## src/rtl/edge_bin_packer_if.sv

```systemverilog
// Byte stream from the edge bin packer to the frame writer.
//   data  : packed binarised pixels, bit k = k-th pixel of the group
//   valid : data holds an unread byte
//   ready : consumer takes the byte when valid && ready
//   eol   : byte is the last of a row
//   eof   : byte is the last of a frame
interface edge_bin_packer_if;
  logic [7:0] data;
  logic       valid;
  logic       ready;
  logic       eol;
  logic       eof;

  modport master (output data, output valid, output eol, output eof, input ready);
  modport slave  (input data, input valid, input eol, input eof, output ready);
endinterface

```

## src/rtl/edge_bin_packer.sv

```systemverilog
// Binarises the edge-magnitude stream against a per-frame threshold, packs the bits 8 per byte
// LSB first (rows zero-padded to a whole byte) and buffers the bytes in a small FIFO.
// The pixel source cannot be stalled, so bytes arriving at a full FIFO are dropped and flagged.
//   clk_i, rst_ni  : clock, asynchronous active-low reset
//   pix_i          : edge magnitude, unsigned
//   pix_valid_i    : pix_i is a valid windowed pixel this cycle
//   thresh_i       : threshold, sampled at the first pixel of each frame
//   byte_io        : packed byte stream (valid/ready, eol/eof tags)
//   overflow_o     : sticky, a byte was dropped
//   ovf_clr_i      : synchronous clear of overflow_o (a same-cycle drop wins)
//   frame_done_o   : one-cycle pulse after the last byte of a frame is pushed
module edge_bin_packer #(
  parameter int unsigned W         = 478,
  parameter int unsigned H         = 855,
  parameter int unsigned FifoDepth = 4
) (
  input  logic                     clk_i,
  input  logic                     rst_ni,
  input  logic [7:0]               pix_i,
  input  logic                     pix_valid_i,
  input  logic [7:0]               thresh_i,
  edge_bin_packer_if.master        byte_io,
  output logic                     overflow_o,
  input  logic                     ovf_clr_i,
  output logic                     frame_done_o
);

  localparam int unsigned ColW = (W > 1) ? $clog2(W) : 1;
  localparam int unsigned RowW = (H > 1) ? $clog2(H) : 1;
  localparam int unsigned PtrW = $clog2(FifoDepth);

  typedef enum logic [1:0] {StIdle, StActive, StDone} state_e;

  state_e            state_q, state_d;
  logic [ColW-1:0]   col_q, col_d;
  logic [RowW-1:0]   row_q, row_d;
  logic [2:0]        bit_cnt_q, bit_cnt_d;
  logic [7:0]        shift_q, shift_d;
  logic [7:0]        thr_q, thr_d;
  logic              overflow_q, overflow_d;
  logic [PtrW:0]     wr_ptr_q, wr_ptr_d, rd_ptr_q, rd_ptr_d;
  logic [9:0]        mem_q [FifoDepth];

  logic [7:0]        thr_use;
  logic              pix_bit, last_col, last_row;
  logic [7:0]        packed_byte;
  logic              push_req, push, pop, drop, full, empty;
  logic [PtrW:0]     count;

  // Outside a frame the incoming thresh applies to the pixel that starts the frame.
  assign thr_use     = (state_q == StActive) ? thr_q : thresh_i;
  assign pix_bit     = (pix_i >= thr_use);
  assign last_col    = (col_q == ColW'(W - 1));
  assign last_row    = (row_q == RowW'(H - 1));
  assign packed_byte = shift_q | (8'(pix_bit) << bit_cnt_q);
  assign push_req    = pix_valid_i && ((bit_cnt_q == 3'd7) || last_col);

  assign count = wr_ptr_q - rd_ptr_q;
  assign full  = (count == (PtrW + 1)'(FifoDepth));
  assign empty = (wr_ptr_q == rd_ptr_q);
  assign pop   = !empty && byte_io.ready;
  // A pop on the same edge frees the slot, so a full FIFO still accepts the push.
  assign push  = push_req && (!full || pop);
  assign drop  = push_req && full && !pop;

  always_comb begin
    state_d    = state_q;
    col_d      = col_q;
    row_d      = row_q;
    bit_cnt_d  = bit_cnt_q;
    shift_d    = shift_q;
    thr_d      = thr_q;
    overflow_d = overflow_q;
    wr_ptr_d   = wr_ptr_q + (PtrW + 1)'(push);
    rd_ptr_d   = rd_ptr_q + (PtrW + 1)'(pop);

    if (drop) begin
      overflow_d = 1'b1;
    end else if (ovf_clr_i) begin
      overflow_d = 1'b0;
    end

    if (pix_valid_i) begin
      // Counters advance even when the byte is dropped, keeping row alignment.
      thr_d     = thr_use;
      shift_d   = push_req ? 8'h00 : packed_byte;
      bit_cnt_d = push_req ? 3'd0 : bit_cnt_q + 3'd1;
      if (last_col) begin
        col_d = '0;
        row_d = last_row ? '0 : row_q + RowW'(1);
      end else begin
        col_d = col_q + ColW'(1);
      end
      state_d = (last_col && last_row) ? StDone : StActive;
    end else if (state_q == StDone) begin
      state_d = StIdle;
    end
  end

  always_ff @(posedge clk_i or negedge rst_ni) begin
    if (!rst_ni) begin
      state_q    <= StIdle;
      col_q      <= '0;
      row_q      <= '0;
      bit_cnt_q  <= '0;
      shift_q    <= '0;
      thr_q      <= '0;
      overflow_q <= 1'b0;
      wr_ptr_q   <= '0;
      rd_ptr_q   <= '0;
    end else begin
      state_q    <= state_d;
      col_q      <= col_d;
      row_q      <= row_d;
      bit_cnt_q  <= bit_cnt_d;
      shift_q    <= shift_d;
      thr_q      <= thr_d;
      overflow_q <= overflow_d;
      wr_ptr_q   <= wr_ptr_d;
      rd_ptr_q   <= rd_ptr_d;
    end
  end

  // Storage is reset so the byte outputs read 0 out of reset.
  always_ff @(posedge clk_i or negedge rst_ni) begin
    if (!rst_ni) begin
      for (int i = 0; i < FifoDepth; i++) begin
        mem_q[i] <= '0;
      end
    end else if (push) begin
      mem_q[wr_ptr_q[PtrW-1:0]] <= {last_col && last_row, last_col, packed_byte};
    end
  end

  assign byte_io.valid = !empty;
  assign {byte_io.eof, byte_io.eol, byte_io.data} = mem_q[rd_ptr_q[PtrW-1:0]];
  assign overflow_o    = overflow_q;
  assign frame_done_o  = (state_q == StDone);

endmodule

```

## src/flat_wrapper.sv

```systemverilog
// flat-port wrapper written by rule: the top's interface ports become plain ports
module edge_bin_packer_flat 
#(
  parameter int unsigned W         = 478,
  parameter int unsigned H         = 855,
  parameter int unsigned FifoDepth = 4
)
  (clk_i, rst_ni, pix_i, pix_valid_i, thresh_i, overflow_o, ovf_clr_i, frame_done_o, byte_io_data, byte_io_valid, byte_io_eol, byte_io_eof, byte_io_ready);
  edge_bin_packer_if byte_io_i ();
  input  logic clk_i;
  input  logic rst_ni;
  input  logic [7:0] pix_i;
  input  logic pix_valid_i;
  input  logic [7:0] thresh_i;
  output logic overflow_o;
  input  logic ovf_clr_i;
  output logic frame_done_o;
  output wire logic [$bits(byte_io_i.data)-1:0] byte_io_data;
  output wire logic [$bits(byte_io_i.valid)-1:0] byte_io_valid;
  output wire logic [$bits(byte_io_i.eol)-1:0] byte_io_eol;
  output wire logic [$bits(byte_io_i.eof)-1:0] byte_io_eof;
  input wire logic [$bits(byte_io_i.ready)-1:0] byte_io_ready;
  assign byte_io_data = byte_io_i.data;
  assign byte_io_valid = byte_io_i.valid;
  assign byte_io_eol = byte_io_i.eol;
  assign byte_io_eof = byte_io_i.eof;
  assign byte_io_i.ready = byte_io_ready;
  edge_bin_packer #(.W(W), .H(H), .FifoDepth(FifoDepth)) u_core (.clk_i(clk_i), .rst_ni(rst_ni), .pix_i(pix_i), .pix_valid_i(pix_valid_i), .thresh_i(thresh_i), .byte_io(byte_io_i), .overflow_o(overflow_o), .ovf_clr_i(ovf_clr_i), .frame_done_o(frame_done_o));
endmodule
```

## config.mk

```make
export PLATFORM = sky130hd
export DESIGN_NAME = edge_bin_packer_flat
export DESIGN_NICKNAME = d
export VERILOG_FILES = /design/src/rtl/edge_bin_packer_if.sv /design/src/rtl/edge_bin_packer.sv /design/src/flat_wrapper.sv
export SDC_FILE = /design/constraint.sdc
export NUM_CORES = 1
export LEC_CHECK = 0
export BUFFER_PORTS_ARGS = -buffer_cell sky130_fd_sc_hd__buf_2
export CAP_MARGIN = 40
export CORE_ASPECT_RATIO = 1.5
export CORE_MARGIN = 3
export CORE_UTILIZATION = 65
export DETAILED_ROUTE_END_ITERATION = 8
export MAX_ROUTING_LAYER = met4
export PLACE_DENSITY = 0.83
export SYNTH_ARGS = -nofsm -noshare
export SYNTH_HDL_FRONTEND = slang
export SYNTH_SLANG_ARGS = --single-unit
```

## constraint.sdc

```tcl
create_clock -name clk_i -period 6.34 [get_ports clk_i]
set_clock_uncertainty 0.2 [all_clocks]
set_input_delay 0.951 -clock clk_i [delete_from_list [all_inputs] [get_ports clk_i]]
set_output_delay 0.951 -clock clk_i [all_outputs]
set_load 0.02 [all_outputs]
```

==> run_results.csv, run 1 <==
group,metric,value,unit
outcome,status,"completed",
synthesis,ys_warn_count,0,
synthesis,netlist_area,4550,um^2
die,pin_count,34,
synthesis,syn_inst,362,
synthesis,yosys.area_share.adder,5.51,%
hold_path,worstHoldPathType,"flop to flop",
synthesis,synth_top_flop_cell,"dfrtp_1",
die,die-area,8050,um^2
clock_network,htree_levels,3,
placement,hpwl,6070,um
clock_network,post_cts_buffers,0,
global_route,grtUsageTotal,25.1,%
detailed_routing,viasPerCell,6.36,
sta,rsz0062_at_grt,"no",
synthesis,synth_xor_area_share,1.93,%
critical_path,rr_worst_depth,9,
global_route,grt_overflow_total,0,
clock_network,cts-resized-gates,0,
finish,area_growth,9.30,%
clock_network,hold_buffers,0,
sta,setup_violations,0,
synthesis,synth_edf_count,0,
detailed_routing,drtIter0Drc,200,
critical_path,endpoint,"u_core.mem_q[1]",
synthesis,synth_top_family_by_area,"multiplexers",
die,rows,36,
synthesis,syn_avg_cell_area,12.6,um^2
global_route,antenna_found_initial,0,
pwr,finalPower,0.00185,W
clock_network,cts-buffers-inserted,9,
placement,postPlaceCellArea,4730,um^2
critical_path,arrival,3.58,ns
sta,fin_tns_setup,0,ns
sta,max_slew_margin,41.6,%
synthesis,ys_seq_area_share,47.9,%
synthesis,synthArstFlopShare,100,%
pwr,ir_drop,0.000278,V
critical_path,rr_endpoint,"u_core.mem_q[1]",
detailed_routing,drtPass1Iterations,4,
flow_run,cap_violations,0,
critical_path,cp-start-kind,"flop",
clock_network,clk_pin_slew,0.09,ns
finish,fin_area,4970,um^2
sta,period_share,55.9,%
clock_network,clk-insertion-delay-late,0.35,ns
clock_network,cts_tree,"yes",
sta,timing_hold_violations_final,0,
clock_network,clk_path_buf_depth,2,
clock_network,cts-root-buf,"clkbuf_8",
detailed_routing,wl_per_cell,18.5,um
synthesis,synth_compound_area_share,9.39,%
placement,place_congestion,0.876,
critical_path,endpoint_kind,"flop",
synthesis,yosys_register_bits,87,
synthesis,yosys-mux-area-fraction,19.5,%
die,start_util,68.7,%
critical_path,cp-startpoint,"u_core.state_q[0]",
finish,insertedDiodeCount,0,
global_route,grt_pass1_vias,3173,
critical_path,path_class,"flop to flop",
placement,port_buffers,33,
die,die_y,108,um
die,die_x,74.3,um
detailed_routing,vias,3003,
sta,tightest_slew,0.874,ns
sta,drv_slew,0,
critical_path,required,6.37,ns
critical_path,timing.rr.start,"u_core.state_q[0]",
clock_network,numClockSinks,87,
detailed_routing,routed_wl,8720,um
sta,fmax,282,MHz
finish,drive_above_1_share,29.5,%
critical_path,critPathMaxFanout,8,
die,core,6620,um^2
finish,final_nets,432,
synthesis,synth_nets,403,
detailed_routing,drtAntennaViolNets,0,
placement,dp.cells,455,
critical_path,reg2reg_slack,2.80,ns
global_route,grt_max_degree,47,
synthesis,synth.distinct_cells,57,
detailed_routing,drc,0,
global_route,grt_pass1_wl,14900,um
pwr,p_leak,2.45,nW
finish,instances_no_fill,472,
synthesis,synth_simple_gate_area_share,12.8,%
sta,period_minus_slack,3.54,ns
pwr,powerDensity,372,nW/um^2
worst min-delay path by stage:
| stage | startpoint | end | slack (ns) | cells past startpoint |
|---|---|---|---|---|
| 2_1_floorplan | u_core.row_q[9] | u_core.row_q[9] | 0.25 | 1 |
| 3_3_place_gp | u_core.col_q[7] | u_core.col_q[7] | 0.26 | 1 |
| 3_5_place_dp | u_core.wr_ptr_q[2] | u_core.wr_ptr_q[2] | 0.28 | 1 |
| 4_1_cts | u_core.wr_ptr_q[2] | u_core.wr_ptr_q[2] | 0.29 | 1 |
| 5_1_grt | u_core.wr_ptr_q[2] | u_core.wr_ptr_q[2] | 0.32 | 1 |
| 6_report | u_core.wr_ptr_q[2] | u_core.wr_ptr_q[2] | 0.29 | 1 |
per-layer routing:
layer | vias to the layer above | track usage [%] | wire [um]
met5 | - | - | 0
met4 | 0 | 9.54 | 182
met3 | 17 | 4.56 | 421
met2 | 84 | 40.0 | 4450
met1 | 1521 | 31.9 | 3670
li1 | 1381 | - | -
cells in the final DEF (no fill, tap or decap), types with 2 or more instances in the layout:
cell type / instances
mux2i_1: 10
mux2_2: 23
nor3_2: 2
a211o_1: 4
xor2_1: 7
a22o_1: 9
and3_1: 7
dfrtp_1: 87
buf_2: 32
nor2b_1: 3
nand4_1: 5
nand2b_1: 6
ha_1: 20
o22ai_1: 3
nand2_1: 20
nand3_1: 7
o21a_1: 2
inv_1: 9
nor3_1: 4
xnor2_1: 3
and2_1: 4
clkbuf_8: 11
clkinvlp_4: 2
mux2_4: 20
bufinv_16: 2
nor2_1: 25
nor4_1: 2
o21ai_0: 13
nor3b_1: 2
a21oi_1: 10
nand4b_1: 2
buf_4: 2
a221o_1: 2
mux4_2: 10
cell usage after synthesis (all sizes together), types with 6 or more instances:
| master | n | share of area, % |
|---|---|---|
| nand3 | 8 | 1.2 |
| mux2 | 43 | 12 |
| nand2 | 20 | 1.7 |
| ha | 20 | 5.5 |
| mux4 | 10 | 5.0 |
| inv | 9 | 0.74 |
| nand4 | 7 | 1.4 |
| mux2i | 10 | 2.2 |
| clkbuf | 11 | 0.91 |
| nor3 | 6 | 0.88 |
| and3 | 7 | 0.96 |
| nand2b | 7 | 1.1 |
| a22o | 9 | 1.7 |
| a21oi | 10 | 1.1 |
| xor2 | 7 | 1.3 |
| buf | 7 | 1.3 |
| o21ai | 14 | 1.5 |
| dfrtp | 87 | 48 |
| nor2 | 25 | 2.1 |
state kept, by name, indices dropped and copies added (netlist names):
name,flops
u_core.wr_ptr_q,3
u_core.shift_q,8
u_core.mem_q,40
u_core.row_q,10
u_core.rd_ptr_q,3
u_core.state_q,2
u_core.col_q,9
u_core.overflow_o,1
u_core.bit_cnt_q,3
u_core.thr_q,8
layout make-up:
class                   count  area [um^2]
multi-input cells         248         2230
flip-flops and latches     87         2180
fillers                   453         1650
repair buffers             36          199
clock buffers              11          151
well taps                  76         95.1
clock inverters             5         80.1
inverters                   9         33.8
logic make-up (layout without fill, tap and decap cells):
| kind of cell | Yosys count | in the layout |
|---|---|---|
| AOI/OAI and AO/OA | 56 | 56 |
| xor gates and xnor gates | 10 | 10 |
| adders and majority gates | 20 | 20 |
| buffers and inverters | 27 | 61 |
| DFF | 87 | 87 |
| muxes | 63 | 63 |
| and+or+nand+nor | 99 | 99 |
through the flow:
stage | hold WS (ns) | util [%] | worst slack, ns
final | 0.289 | 75.0 | 2.80
after floorplan | 0.247 | - | 3.22
after global placement | 0.262 | 71.2 | 2.89
after CTS | 0.293 | 75.0 | 2.76
after detailed placement | 0.280 | 71.5 | 2.77
after global routing | 0.324 | 75.0 | 2.61
report_power, final:
group          switching (W)  internal (W)
clock               0.000195      0.000243
sequential          0.000162      0.000689
combinational       0.000277      0.000284
worst max-delay path: stages, from the launching register on:
cell	delay (ns)
dfrtp_1	0.38
nor2b_1	0.71
mux2_2	0.42
ha_1	0.27
nand2b_4	0.15
a2111oi_4	0.40
nor4b_1	0.16
clkbuf_1	0.15
a211o_1	0.31
mux2_4	0.28
Power figures use the tool's default switching activity.
==> inputs of run 2 (changes only) <==
Settings changed: CORE_UTILIZATION 65 to 54, PLACE_DENSITY 0.83 to 0.74.
Clock period 6.34 ns to 3.1 ns, I/O delays scaled along.
==> run 2 against run 1 <==
Hold slack lost 0.17 ns. Highest routed layer unchanged. Via count fell by 1.0%. Final cell count up 7.8%. Count of clock-buffer cells in the layout is the same. Worst setup slack lost 2.6 ns. Wire length fell by 1.3%. Non-clock buffer count is 8 higher. Global-route usage fell by 4.6 points. Clock power is 150% higher. Design area up 3.7%. First-iteration DRC count fell by 3.5%.
==> run_results.csv, run 2 (synthesis gave the netlist of run 1 again) <==
group,metric,value,unit
outcome,status,"completed",
critical_path,path_class,"flop to flop",
critical_path,arrival,2.97,ns
global_route,grt_max_degree,55,
sta,period_minus_slack,2.95,ns
finish,area_growth,13.3,%
finish,drive_above_1_share,31.2,%
hold_path,worstHoldPathType,"input pin to flop",
die,rows,40,
die,pin_count,34,
finish,fin_util,63.5,%
placement,port_buffers,33,
critical_path,cp-start-kind,"flop",
global_route,antenna_found_initial,0,
clock_network,clk_pin_slew,0.06,ns
finish,fillers,628,
die,die_x,80.9,um
clock_network,clk-insertion-delay-late,0.34,ns
finish,regMostFlops,"u_core.mem_q",
sta,fin_tns_setup,0,ns
critical_path,reg2reg_slack,0.15,ns
global_route,grt_pass1_vias,3092,
critical_path,critPathMaxFanout,4,
die,die-area,9580,um^2
sta,fmax,339,MHz
pwr,ir_drop,0.000513,V
sta,tightest_slew,0.673,ns
flow_run,cap_violations,0,
finish,insertedDiodeCount,0,
finish,top_regs,"u_core.mem_q x40, u_core.row_q x10, u_core.col_q x9",
detailed_routing,drtAntennaViolNets,0,
die,start_util,56.1,%
sta,drv_slew,0,
die,die_y,118,um
detailed_routing,wl_per_cell,16.9,um
global_route,grtUsageTotal,20.5,%
clock_network,cts_tree,"yes",
clock_network,clk_path_buf_depth,2,
clock_network,cts-buffers-inserted,9,
detailed_routing,viasPerCell,5.84,
finish,final_nets,440,
detailed_routing,drtIter0Drc,193,
die,core,8110,um^2
clock_network,numClockSinks,87,
clock_network,cts-root-buf,"clkbuf_16",
detailed_routing,drtPass1Iterations,4,
critical_path,required,3.12,ns
global_route,grt_pass1_wl,14800,um
detailed_routing,drc,0,
finish,final_common_cell,"dfrtp_1",
pwr,p_leak,2.52,nW
pwr,powerDensity,774,nW/um^2
finish,largest_reg_flops,40,
sta,period_share,95.2,%
clock_network,htree_levels,3,
sta,setup_violations,0,
sta,rsz0062_at_grt,"no",
critical_path,endpoint_kind,"flop",
detailed_routing,vias,2973,
sta,max_slew_margin,54.7,%
finish,layout_common_cells,"dfrtp_1 (87), buf_2 (32), nor2_1 (25)",
detailed_routing,routed_wl,8610,um
placement,hpwl,5940,um
placement,place_congestion,0.774,
sta,timing_hold_violations_final,0,
global_route,grt_overflow_total,0,
-- run 2: changes by cell type in the layout (fill, tap and decap cells not counted) --
cell           before  now
buf_4               2   10
bufinv_16           2    1
clkbuf_16           0    9
clkbuf_8           11    1
clkinvlp_4          2    3
dlygate4sd3_1       0    1
nor4b_1             1    0
nor4b_2             0    1
o21ai_1             1    0
o21ai_2             0    1
-- run 2: path summary, 6_finish.rpt --
| kind | from | endpoint | cells past startpoint |
|---|---|---|---|
| min | ovf_clr_i | u_core.overflow_o | 2 |
| max reg2reg | u_core.state_q[0] | u_core.mem_q[10] | 8 |
| min in group asynchronous | rst_ni | u_core.row_q[5] | 2 |
| min reg2reg | u_core.col_q[7] | u_core.col_q[7] | 1 |
| max in group asynchronous | rst_ni | u_core.mem_q[18] | 3 |
| max | u_core.state_q[0] | u_core.mem_q[10] | 8 |
-- run 2: metal layers --
layer,vias up,part of all wire (%),global-route usage (%)
met2,61,50,31.6
met1,1487,44,26.0
met3,15,3.5,3.28
li1,1410,-,-
met4,0,2.5,10.3
met5,-,0,-
-- run 2: cell type report --
cell class	instances	area [um^2]	share of cell area, %
Clock buffer	11	243	4.71
Clock inverter	5	57.6	1.12
Tap cell	105	131	2.55
Sequential cell	87	2180	42.3
Multi-Input combinational cell	248	2240	43.5
Timing Repair Buffer	44	265	5.15
Inverter	9	33.8	0.656
-- run 2: through the flow --
step                hold slack [ns]  cell area [um^2]  power (W)  std cells  setup WS, ns
floorplan                   -0.0306              4550    0.00259        362         0.137
global placement              0.260              4830    0.00286        492         0.173
detailed placement            0.275              4830    0.00292        492         0.161
CTS                           0.111              5140    0.00402        509         0.132
global route                  0.131              5150    0.00424        509        0.0352
finish                        0.123              5150    0.00399        509         0.149
-- run 2: repair_timing --
item	in CTS	in global routing
endpoints found under the setup margin	0	20
resized for setup	0	2
setup buffers	0	0
hold buffers	1	0
hold endpoints to repair	22	0
-- run 2: where the power goes --
part           leakage [nW]  internal [W]  total [W]  switching, W
clock network         0.138      0.000645    0.00108      0.000438
registers              1.13       0.00141    0.00167      0.000257
logic                  1.25      0.000602    0.00123      0.000632
-- run 2: critical path, cell delays in order (launching register included) --
cell       delay, ns
dfrtp_1         0.38
nor2b_1         0.19
mux2_2          0.36
ha_1            0.27
nand2b_4        0.15
a2111oi_4       0.42
nor4_1          0.17
a221o_1         0.41
mux2_2          0.28
